$ cat src/rtl/ps2_rx_controller.sv
// ps2_rx_controller: PS/2 receive path with pin sync, clock deglitch, frame FSM and one-entry code buffer.
module ps2_rx_controller #(
  parameter int FILTER_LEN     = 8,
  parameter int TIMEOUT_CYCLES = 5000
) (
  input  logic       clk,
  input  logic       reset_n,
  input  logic       ps2_clk,
  input  logic       ps2_data,
  input  logic       rx_en,
  output logic [7:0] code,
  output logic       code_valid,
  input  logic       code_ready,
  output logic       parity_err,
  output logic       frame_err,
  output logic       overrun,
  output logic       busy
);
  localparam int FW = $clog2(FILTER_LEN + 1);
  localparam int TW = $clog2(TIMEOUT_CYCLES + 1);
  localparam logic [1:0] IDLE = 2'd0, DATA = 2'd1, PARITY = 2'd2, STOP = 2'd3;

  logic [1:0]    clk_s_q, dat_s_q;
  logic          fclk_q, fclk_d;
  logic [FW-1:0] fcnt_q, fcnt_d;
  logic [1:0]    state_q, state_d;
  logic [7:0]    sh_q, sh_d;
  logic [2:0]    bit_cnt_q, bit_cnt_d;
  logic          par_q, par_d;
  logic [TW-1:0] tmo_q, tmo_d;
  logic [7:0]    code_q, code_d;
  logic          code_valid_q, code_valid_d;
  logic          perr_q, perr_d, ferr_q, ferr_d, ovr_q, ovr_d;
  logic          strobe, din, timeout, load;

  always_comb begin
    fcnt_d = '0;
    fclk_d = fclk_q;
    if (clk_s_q[1] != fclk_q) begin
      if (fcnt_q == FW'(FILTER_LEN - 1)) fclk_d = ~fclk_q;
      else fcnt_d = fcnt_q + 1'b1;
    end
    strobe    = fclk_q & ~fclk_d;
    din       = dat_s_q[1];
    state_d   = state_q;
    sh_d      = sh_q;
    bit_cnt_d = bit_cnt_q;
    par_d     = par_q;
    perr_d    = 1'b0;
    ferr_d    = 1'b0;
    ovr_d     = 1'b0;
    load      = 1'b0;
    tmo_d     = (state_q == IDLE || strobe) ? '0 : tmo_q + 1'b1;
    timeout   = state_q != IDLE && !strobe && tmo_q == TW'(TIMEOUT_CYCLES - 1);
    if (timeout) begin
      state_d = IDLE;
      ferr_d  = 1'b1;
      tmo_d   = '0;
    end else if (strobe) begin
      case (state_q)
        IDLE: if (!din && rx_en) begin
          state_d   = DATA;
          bit_cnt_d = 3'd0;
        end
        DATA: begin
          sh_d[bit_cnt_q] = din;
          bit_cnt_d       = bit_cnt_q + 1'b1;
          if (bit_cnt_q == 3'd7) state_d = PARITY;
        end
        PARITY: begin
          par_d   = din;
          state_d = STOP;
        end
        default: begin
          state_d = IDLE;
          if (!din) ferr_d = 1'b1;
          else if (!(^{sh_q, par_q})) perr_d = 1'b1;
          else if (!code_valid_q || code_ready) load = 1'b1;
          else ovr_d = 1'b1;
        end
      endcase
    end
    code_d       = load ? sh_q : code_q;
    code_valid_d = load | (code_valid_q & ~code_ready);
  end

  always_ff @(posedge clk or negedge reset_n) begin
    if (!reset_n) begin
      clk_s_q      <= 2'b11;
      dat_s_q      <= 2'b11;
      fclk_q       <= 1'b1;
      fcnt_q       <= '0;
      state_q      <= IDLE;
      sh_q         <= '0;
      bit_cnt_q    <= '0;
      par_q        <= 1'b0;
      tmo_q        <= '0;
      code_q       <= '0;
      code_valid_q <= 1'b0;
      perr_q       <= 1'b0;
      ferr_q       <= 1'b0;
      ovr_q        <= 1'b0;
    end else begin
      clk_s_q      <= {clk_s_q[0], ps2_clk};
      dat_s_q      <= {dat_s_q[0], ps2_data};
      fclk_q       <= fclk_d;
      fcnt_q       <= fcnt_d;
      state_q      <= state_d;
      sh_q         <= sh_d;
      bit_cnt_q    <= bit_cnt_d;
      par_q        <= par_d;
      tmo_q        <= tmo_d;
      code_q       <= code_d;
      code_valid_q <= code_valid_d;
      perr_q       <= perr_d;
      ferr_q       <= ferr_d;
      ovr_q        <= ovr_d;
    end
  end

  assign code       = code_q;
  assign code_valid = code_valid_q;
  assign parity_err = perr_q;
  assign frame_err  = ferr_q;
  assign overrun    = ovr_q;
  assign busy       = state_q != IDLE;
endmodule

$ cat config.mk
export PLATFORM = sky130hd
export DESIGN_NAME = ps2_rx_controller
export DESIGN_NICKNAME = d
export VERILOG_FILES = /design/src/rtl/ps2_rx_controller.sv
export SDC_FILE = /design/constraint.sdc
export NUM_CORES = 1
export LEC_CHECK = 0
export CAP_MARGIN = 20
export CORE_ASPECT_RATIO = 1.25
export CORE_MARGIN = 1.5
export CORE_UTILIZATION = 30
export CTS_BUF_LIST = sky130_fd_sc_hd__clkbuf_8
export DETAILED_ROUTE_END_ITERATION = 16
export MAX_ROUTING_LAYER = met4
export SYNTH_ARGS = -nofsm -noshare
export SYNTH_HDL_FRONTEND = slang
export SYNTH_SLANG_ARGS = --single-unit
export TNS_END_PERCENT = 50
$ cat constraint.sdc
create_clock -name clk -period 2.3 [get_ports clk]
set_input_delay 0.46 -clock clk [delete_from_list [all_inputs] [get_ports clk]]
set_output_delay 0.46 -clock clk [all_outputs]
set_load 0.05 [all_outputs]
* After elaboration in Yosys (flattened, before gate mapping)
Cells that the tools add are included.
** Cells by class
- $add $sub $neg :: 3
- $lt $le $gt $ge :: 2
- Equality and inequality tests :: 9
- Muxes and demuxes :: 37
- Bitwise logic cells :: 7
- Reduce and logical (&&, ||, !) cells :: 19
** Operators with widths (number)
- 2-to-1 mux 13 bit :: 2
- 2-to-1 mux 1 bit :: 24
- adder 13 x 1 -> 13 bit, second input constant :: 1
- == test 13 bit, second input constant :: 1
- AND reduction 3 bit :: 3
- parity 9 bit :: 1
- bitwise mux 8 bit :: 1
- 2-to-1 mux 2 bit :: 4
- 2-to-1 mux 4 bit :: 2
- one-hot mux 2 bit (3 select lines) :: 1
- one-hot mux 3 bit (2 select lines) :: 1
- nonzero test 2 bit :: 3
- adder 4 x 1 -> 4 bit, second input constant :: 1
- == test 4 x 3 -> 1 bit, second input constant :: 1
- logical AND 1 bit :: 4
- less-than comparator 3 x 4 -> 1 bit, second input constant :: 1
- NOT 1 bit :: 4
- AND reduction 4 bit :: 1
- adder 3 x 1 -> 3 bit, second input constant :: 1
- demux 1 bit (select 3 bit) :: 1
- == test 3 bit, second input constant :: 1
- greater-or-equal comparator 3 x 1 -> 1 bit, second input constant :: 1
- zero test 1 bit :: 3
- 2-to-1 mux 3 bit :: 1
- other kinds (11) :: 13
** Word-level totals
- Flip-flop bits (word level) :: 48
- Input port bits :: 6
- Output and inout port bits :: 13

* Longest topological paths before layout
Gate-level depths: netlist (run 1).
- Depth in word-level cells :: 10
- Mapped depth :: 7

* Worst setup path before layout (run 1)
Ideal clock, no wire load.
- Kind :: register to register
- Start :: reg fcnt_q[0]
- End :: reg code_q[0], in the netlist code[0]
- Data arrival time :: 1.823 ns
- Data required time :: 2.175 ns
- Path slack :: 0.352 ns
- Cell stages (with the launch flop) :: 7
- Cell sequence :: dfrtp_1 ha_1 nand3b_1 nor2_1 nand4_2 nor2_8 mux2_4
** Between the ends
- Word-level cells in the longest chain between the ends :: 9
- Elaborated cells on any way between the ends :: 10
- Those cells by class :: eq/ne: 1; mux: 4; bitwise: 2; reduce/logical: 3
** Ends and longest elaborated chain
- start, declared :: RTL line 25 : logic [FW-1:0] fcnt_q, fcnt_d;
- start signal, assigned :: RTL line 107 : fcnt_q <= fcnt_d;
- == test 4 x 3 -> 1 bit (*) :: RTL line 40 : if (fcnt_q == FW'(FILTER_LEN - 1)) fclk_d = ~fclk_q;
- 2-to-1 mux 1 bit (*) :: RTL line 40
- 2-to-1 mux 1 bit (*) :: RTL line 39 : if (clk_s_q[1] != fclk_q) begin
- NOT 1 bit (*) :: RTL line 43 : strobe = fclk_q & ~fclk_d;
- bitwise AND 1 bit (*) :: RTL line 43
- zero test 1 bit :: RTL line 54 : timeout = state_q != IDLE && !strobe && tmo_q == TW'(TIMEOUT_CYCLES - 1);
- logical AND 1 bit (2 in series) :: RTL line 54
- 2-to-1 mux 1 bit (*) :: RTL line 55 : if (timeout) begin
- end signal, assigned :: RTL line 113 : code_q <= code_d;
- end, declared :: RTL line 31 : logic [7:0] code_q, code_d;
Mark *: on every way between the ends. The rest lies on a longest branch, timed or not.
A chain may end at the register's enable or synchronous reset.

* Worst setup path in the final report (run 1)
- Start :: reg fcnt_q[0]
- End :: reg sh_q[0]
** Between the ends
- Word-level cells in the longest chain between the ends :: 10
** Ends and longest elaborated chain
- == test 4 x 3 -> 1 bit (*) :: RTL line 40
- 2-to-1 mux 1 bit (*) :: RTL line 40
- 2-to-1 mux 1 bit (*) :: RTL line 39
- NOT 1 bit (*) :: RTL line 43
- bitwise AND 1 bit (*) :: RTL line 43
- zero test 1 bit :: RTL line 54
- logical AND 1 bit (2 in series) :: RTL line 54
- NOT 1 bit (no source line)
- AND reduction 3 bit (no source line) (*)
- end signal, assigned :: RTL line 94 : sh_q <= '0;
- end signal, assigned :: RTL line 109 : sh_q <= sh_d;
- end, declared :: RTL line 27 : logic [7:0] sh_q, sh_d;
Marked as above.

==> results of run 1 <==
[cell families after synthesis]
family / Yosys count / share of synthesized area
buf+inv: 6 / 0.0101
fa+ha+maj: 8 / 0.0450
flops: 48 / 0.543
simple gates: 75 / 0.172
xor+xnor: 21 / 0.0895
mux: 18 / 0.102
compound gates: 12 / 0.0372
[where the power goes]
group	internal (uW)	leakage (uW)	total, uW	switching, uW
sequential	920	0.000627	991	70.5
combinational	81.9	0.000512	157	74.9
clock	356	0.0000614	640	284
total	1360	0.00120	1790	430
[cell usage in the layout, fill, tap and decap left out, drive strengths merged, types with 8 or more instances in the layout]
cell type / synthesis / final
clkdlybuf4s50: 0 / 16
mux2: 17 / 17
ha: 8 / 8
xnor2: 12 / 12
nand2: 12 / 12
nor2: 29 / 29
dfrtp: 43 / 43
xor2: 8 / 8
[worst max-delay path: stages, from the launching register on]
cell and delay (ns):
dfrtp_1 0.38, ha_1 0.21, nand3b_1 0.16, nor2_1 0.28, buf_4 0.18, nand3b_1 0.13
nor3_1 0.23, mux2_1 0.35
[metrics by stage]
step	cells	hold slack, ns	total power, uW	setup slack (ns)	utilization
floorplan	188	0.164	1110	0.352	-
global placement	298	0.347	1160	0.240	0.358
detailed placement	298	0.347	1160	0.241	0.358
CTS	306	0.265	1820	0.257	0.375
global route	306	0.294	1880	0.0672	0.375
finish	306	0.237	1790	0.268	0.375
[area by class of cell]
type	count	area, um2
Sequential cell	48	1210
Multi-Input combinational cell	134	992
Fill cell	711	4410
Clock buffer	6	82.6
Timing Repair Buffer	22	203
Inverter	4	15.0
Clock inverter	2	38.8
Tap cell	90	113
[state kept, by name (all words and copies together), names as in the netlist]
signal / count
tmo_q: 13
code: 8
sh_q: 8
fcnt_q: 4
bit_cnt_q: 3
clk_s_q: 2
dat_s_q: 2
state_q: 2
code_valid: 1
fclk_q: 1
frame_err: 1
overrun: 1
par_q: 1
parity_err: 1
[metal layers]
metal	wire, um	global-route usage	share of wire
met5	0	-	0
met4	58	0.0491	0.016
met3	101	0.0220	0.027
met2	1860	0.180	0.50
met1	1670	0.118	0.45
[worst min-delay path by stage]
stage	endpoint	slack [ns]
after floorplan	bit_cnt_q[0]$_DFFE_PN0P_	0.16
after global placement	dat_s_q[1]$_DFF_PN1_	0.35
after detailed placement	dat_s_q[1]$_DFF_PN1_	0.35
after CTS	code[6]$_DFFE_PN0P_	0.27
after global routing	code[6]$_DFFE_PN0P_	0.29
final	code[3]$_DFFE_PN0P_	0.24
==> metrics.yaml, run 1 <==
outcome:
  status: "finished, final reports clean"
synth:
  synth_ff_type: "dfrtp_1"
  async_reset_ff_frac: 1.00
  syn-cell-area_mm2: 0.00222
  synth_nets: 202
  yosysSeqAreaShare: 0.543
  synth_area_leaders: "dfrtp_1 48%, dfstp_2 5.9%, mux2_4 4.7%, nor2_1 4.7%, xnor2_1 4.7%"
  synth.distinct_cells: 34
  syn_area_per_cell_um2: 11.8
  syn_inst: 188
  yosysTopAreaCellShare: 0.484
  synth-seq-cells: 48
  ys_top_cells_by_count: "43 x dfrtp_1, 28 x nor2_1, 12 x nand2_1, 12 x xnor2_1"
  synth_most_common_cell: "dfrtp_1"
  ys_warn_count: 0
  yosys.area.top_type: "dfrtp_1"
  synth_edf_count: 0
drt:
  drtAntennaViolNets: 0
  totalWireLength_mm: 3.69
  vias: 1436
  routed_via_density: 4.69
  drtIter0Drc: 44
  routedWlPerCell_um: 12.1
  first_pass_iters: 4
  drc: 0
critical_path:
  r2r_cells: 7
  critPathArrivalTime_ns: 2.22
  required_ns: 2.49
  reg2reg_to: "sh_q[0]$_DFFE_PN0P_"
  start_kind: "flip-flop"
  crit_start: "fcnt_q[0]$_DFF_PN0_"
  cp_max_fo: 4
  timing.rr.start: "fcnt_q[0]$_DFF_PN0_"
  worstSetupPathType: "flip-flop to flip-flop"
  cp-endpoint: "sh_q[0]$_DFFE_PN0P_"
  rrSetupSlack_ns: 0.27
  cp-end-kind: "flip-flop"
clocking:
  cts_setup_buffers: 0
  clockBufferDepth: 2
  cts_tree: "done"
  cts_made_buffers: 5
  clk-insertion-delay-late_ns: 0.30
  post_cts_resized: 0
  path_clk_slew_ns: 0.09
  clock_sinks: 48
  holdBufCountCts: 0
  htreeDepth: 2
  root_buffer: "clkbuf_8"
timing:
  hold_viol: 0
  tns_ns: 0
  period_minus_slack_ns: 2.03
  tightest_slew_ns: 0.593
  final.setup_skew_ns: 0.00849
  slew_headroom: 0.605
  fmaxAchievable_mhz: 492
  slew_viol_final: 0
  rsz0062_at_grt: "false"
  setup_viol: 0
  finalCritPeriodShare: 0.884
finish:
  syn_to_final_growth_pct: 19.3
  final_nets: 229
  diodes: 0
  stdcell_area_mm2: 0.00265
  drive_gt1_frac: 0.148
power_and_ir_drop:
  powerDensity_mw_per_mm2: 674
  ir_drop_uv: 281
  leakage_uw: 0.00120
global_routing:
  grt_remaining_overflow: 0
  grt_pass1_wl_mm: 6.42
  track_usage: 0.106
  grt_pass1_vias: 1499
  grt_max_degree: 49
  antenna_found_initial: 0
min_path:
  hp-class: "input port to async pin"
place:
  place_congestion: 0.776
  dpl.hpwl_mm: 2.65
  placed_area_mm2: 0.00253
  portBuffers: 18
floorplanning:
  ios: 19
  core-area_mm2: 0.00706
  rows: 34
  dieWidth_um: 80.0
  die_h_um: 99.2
  start_util: 0.315
  dieArea_mm2: 0.00794
flow_run:
  max_cap_violations: 0
Note: power is estimated with default switching activity, not from simulation.
==> run 2, diff against run 1 <==
--- a/config.mk
+++ b/config.mk
@@ -8,7 +8,7 @@
 export CAP_MARGIN = 20
 export CORE_ASPECT_RATIO = 1.25
 export CORE_MARGIN = 1.5
-export CORE_UTILIZATION = 30
+export CORE_UTILIZATION = 40
 export CTS_BUF_LIST = sky130_fd_sc_hd__clkbuf_8
 export DETAILED_ROUTE_END_ITERATION = 16
 export MAX_ROUTING_LAYER = met4
==> constraint.sdc (replaced) <==
create_clock -name clk -period 2.39 [get_ports clk]
set_input_delay 0.478 -clock clk [delete_from_list [all_inputs] [get_ports clk]]
set_output_delay 0.478 -clock clk [all_outputs]
set_load 0.05 [all_outputs]
==> metrics.yaml, run 2 (synthesis gave the netlist of run 1 again) <==
outcome:
  status: "finished, final reports clean"  # unchanged
drt:
  vias: 1381  # was 1,436
  drc: 0  # unchanged
  routedWlPerCell_um: 12.9  # was 12.1 um
  first_pass_iters: 4  # unchanged
  drtIter0Drc: 75  # was 44
  routed_via_density: 4.95  # was 4.69
  drtAntennaViolNets: 0  # unchanged
  totalWireLength_mm: 3.61  # was 3.69 mm
timing:
  tns_ns: 0  # unchanged
  finalCritPeriodShare: 0.829  # was 0.884
  slew_viol_final: 0  # unchanged
  fin_hold_ws_ns: 0.268  # was 0.237 ns
  final.setup_skew_ns: 0.00674  # was 0.00849 ns
  setup_viol: 0  # unchanged
  hold_viol: 0  # unchanged
  rsz0062_at_grt: "false"  # unchanged
  slew_headroom: 0.598  # was 0.605
  fmaxAchievable_mhz: 505  # was 492 MHz
  period_minus_slack_ns: 1.98  # was 2.03 ns
  tightest_slew_ns: 0.602  # was 0.593 ns
global_routing:
  grtUsageMet1: 0.169  # was 0.118
  track_usage: 0.139  # was 0.106
  grt_max_degree: 49  # unchanged
  grt_pass1_wl_mm: 6.50  # was 6.42 mm
  use_met3: 0.0314  # was 0.0220
  grt_pass1_vias: 1408  # was 1,499
  antenna_found_initial: 0  # unchanged
  grt_most_used_layer: "met2"  # unchanged
  grt_remaining_overflow: 0  # unchanged
  use_met2: 0.232  # was 0.180
critical_path:
  required_ns: 2.58  # was 2.49 ns
  rrSetupSlack_ns: 0.41  # was 0.27 ns
  crit_start: "fcnt_q[0]$_DFF_PN0_"  # unchanged
  cp-end-kind: "flip-flop"  # unchanged
  cp_max_fo: 8  # was 4
  slowest_stage: "dfrtp_1"  # unchanged
  start_kind: "flip-flop"  # unchanged
  critPathArrivalTime_ns: 2.17  # was 2.22 ns
  cp_top_family: "simple AND/OR/NAND/NOR gates"  # unchanged
  cpPeakStageDelay_ns: 0.39  # was 0.38 ns
  cp-endpoint: "code[0]$_DFFE_PN0P_"  # was sh_q[0]$_DFFE_PN0P_
  r2r_cells: 7  # unchanged
  reg2reg_to: "code[0]$_DFFE_PN0P_"  # was sh_q[0]$_DFFE_PN0P_
  worstSetupPathType: "flip-flop to flip-flop"  # unchanged
  critPathBufInv: 1  # unchanged
  path_depth: 7  # unchanged
  timing.rr.start: "fcnt_q[0]$_DFF_PN0_"  # unchanged
  crit_chain: "ha_1, nand3b_1, nor2_1, buf_4, nand4_2, nor2_8, mux2_4"  # was ha_1, nand3b_1, nor2_1, buf_4, nand3b_1, nor3_1, mux2_1
finish:
  most-common-layout-cells: "43 x dfrtp_1, 28 x nor2_1, 16 x clkdlybuf4s50_1"  # unchanged
  syn_to_final_growth_pct: 17.1  # was 19.3%
  fill_cells: 519  # was 711
  final_nets: 228  # was 229
  final_common_cell: "dfrtp_1"  # unchanged
  drive_gt1_frac: 0.144  # was 0.148
  diodes: 0  # unchanged
  multiInputGateArea_um2: 992  # unchanged
  largest_reg_flops: 13  # unchanged
  regArea_mm2: 0.00121  # unchanged
  top_register: "tmo_q"  # unchanged
clocking:
  clk-insertion-delay-late_ns: 0.30  # about the same
  clock_sinks: 48  # unchanged
  path_clk_slew_ns: 0.09  # about the same
  htreeDepth: 2  # unchanged
  cts_tree: "done"  # unchanged
  holdBufCountCts: 0  # unchanged
  cts_setup_buffers: 0  # unchanged
  clockBufferDepth: 2  # unchanged
  root_buffer: "clkbuf_8"  # unchanged
  cts_made_buffers: 5  # unchanged
  post_cts_resized: 0  # unchanged
place:
  dpl.hpwl_mm: 2.51  # was 2.65 mm
  place_congestion: 0.736  # was 0.776
  portBuffers: 18  # unchanged
floorplanning:
  die_h_um: 86.3  # was 99.2 um
  ios: 19  # unchanged
  rows: 30  # was 34
  start_util: 0.411  # was 0.315
  core-area_mm2: 0.00541  # was 0.00706 mm2
  dieWidth_um: 69.7  # was 80.0 um
  dieArea_mm2: 0.00601  # was 0.00794 mm2
flow_run:
  max_cap_violations: 0  # unchanged
power_and_ir_drop:
  leakage_uw: 0.00119  # was 0.00120 uW
  power_uw: 1690  # was 1790 uW
  powerDensity_mw_per_mm2: 649  # was 674 mW/mm2
  ir_drop_uv: 271  # was 281 uV
min_path:
  hp-class: "input port to async pin"  # unchanged
-- run 2: cell types whose count changed in the layout (fill, tap and decap cells not counted), sizes merged --
cell / before / now
buf: 6 / 5
clkbuf: 6 / 5
clkinvlp: 0 / 1
-- run 2: worst reg2reg max path, delay by kind of cell, from the launching register on --
kind | cells | cell delay [ns]
simple gates | 4 | 0.78
flops | 1 | 0.39
buf+inv | 1 | 0.17
mux | 1 | 0.32
fa+ha+maj | 1 | 0.22
-- run 2: layout make-up --
cell class	count	share of cell area
clock buffer	5	0.0265
clock inverter	3	0.0164
inverter	4	0.00577
multi-input combinational	134	0.381
sequential	48	0.464
tap	64	0.0308
timing repair buffer	21	0.0750
-- run 2: how the worst min path moves through the flow --
stage,endpoint,slack [ns],start
after CTS,code[4]$_DFFE_PN0P_,0.29,reset_n
after global routing,sh_q[3]$_DFFE_PN0P_,0.32,reset_n
after detailed placement,dat_s_q[1]$_DFF_PN1_,0.35,dat_s_q[0]$_DFF_PN1_
after floorplan,bit_cnt_q[0]$_DFFE_PN0P_,0.18,reset_n
final,code[4]$_DFFE_PN0P_,0.27,reset_n
after global placement,clk_s_q[1]$_DFF_PN1_,0.35,clk_s_q[0]$_DFF_PN1_
-- run 2: layer usage --
metal,share of wire,vias up
met2,0.51,18
met3,0.027,6
met4,0.014,0
met1,0.45,667
li1,-,690
met5,0,-
-- run 2: power by group --
part / total (uW) / internal [uW] / switching, uW
Clock: 585 / 310 / 275
Combinational: 151 / 78.2 / 72.4
Sequential: 953 / 885 / 67.4
-- run 2: through the flow --
| stage | util | instances | setup slack, ns | instance area (um2) |
|---|---|---|---|---|
| after floorplan | - | 188 | 0.442 | 2220 |
| after global placement | 0.461 | 271 | 0.392 | 2490 |
| after detailed placement | 0.461 | 271 | 0.355 | 2490 |
| after CTS | 0.481 | 279 | 0.384 | 2600 |
| after global routing | 0.481 | 279 | 0.233 | 2600 |
| final | 0.481 | 279 | 0.409 | 2600 |
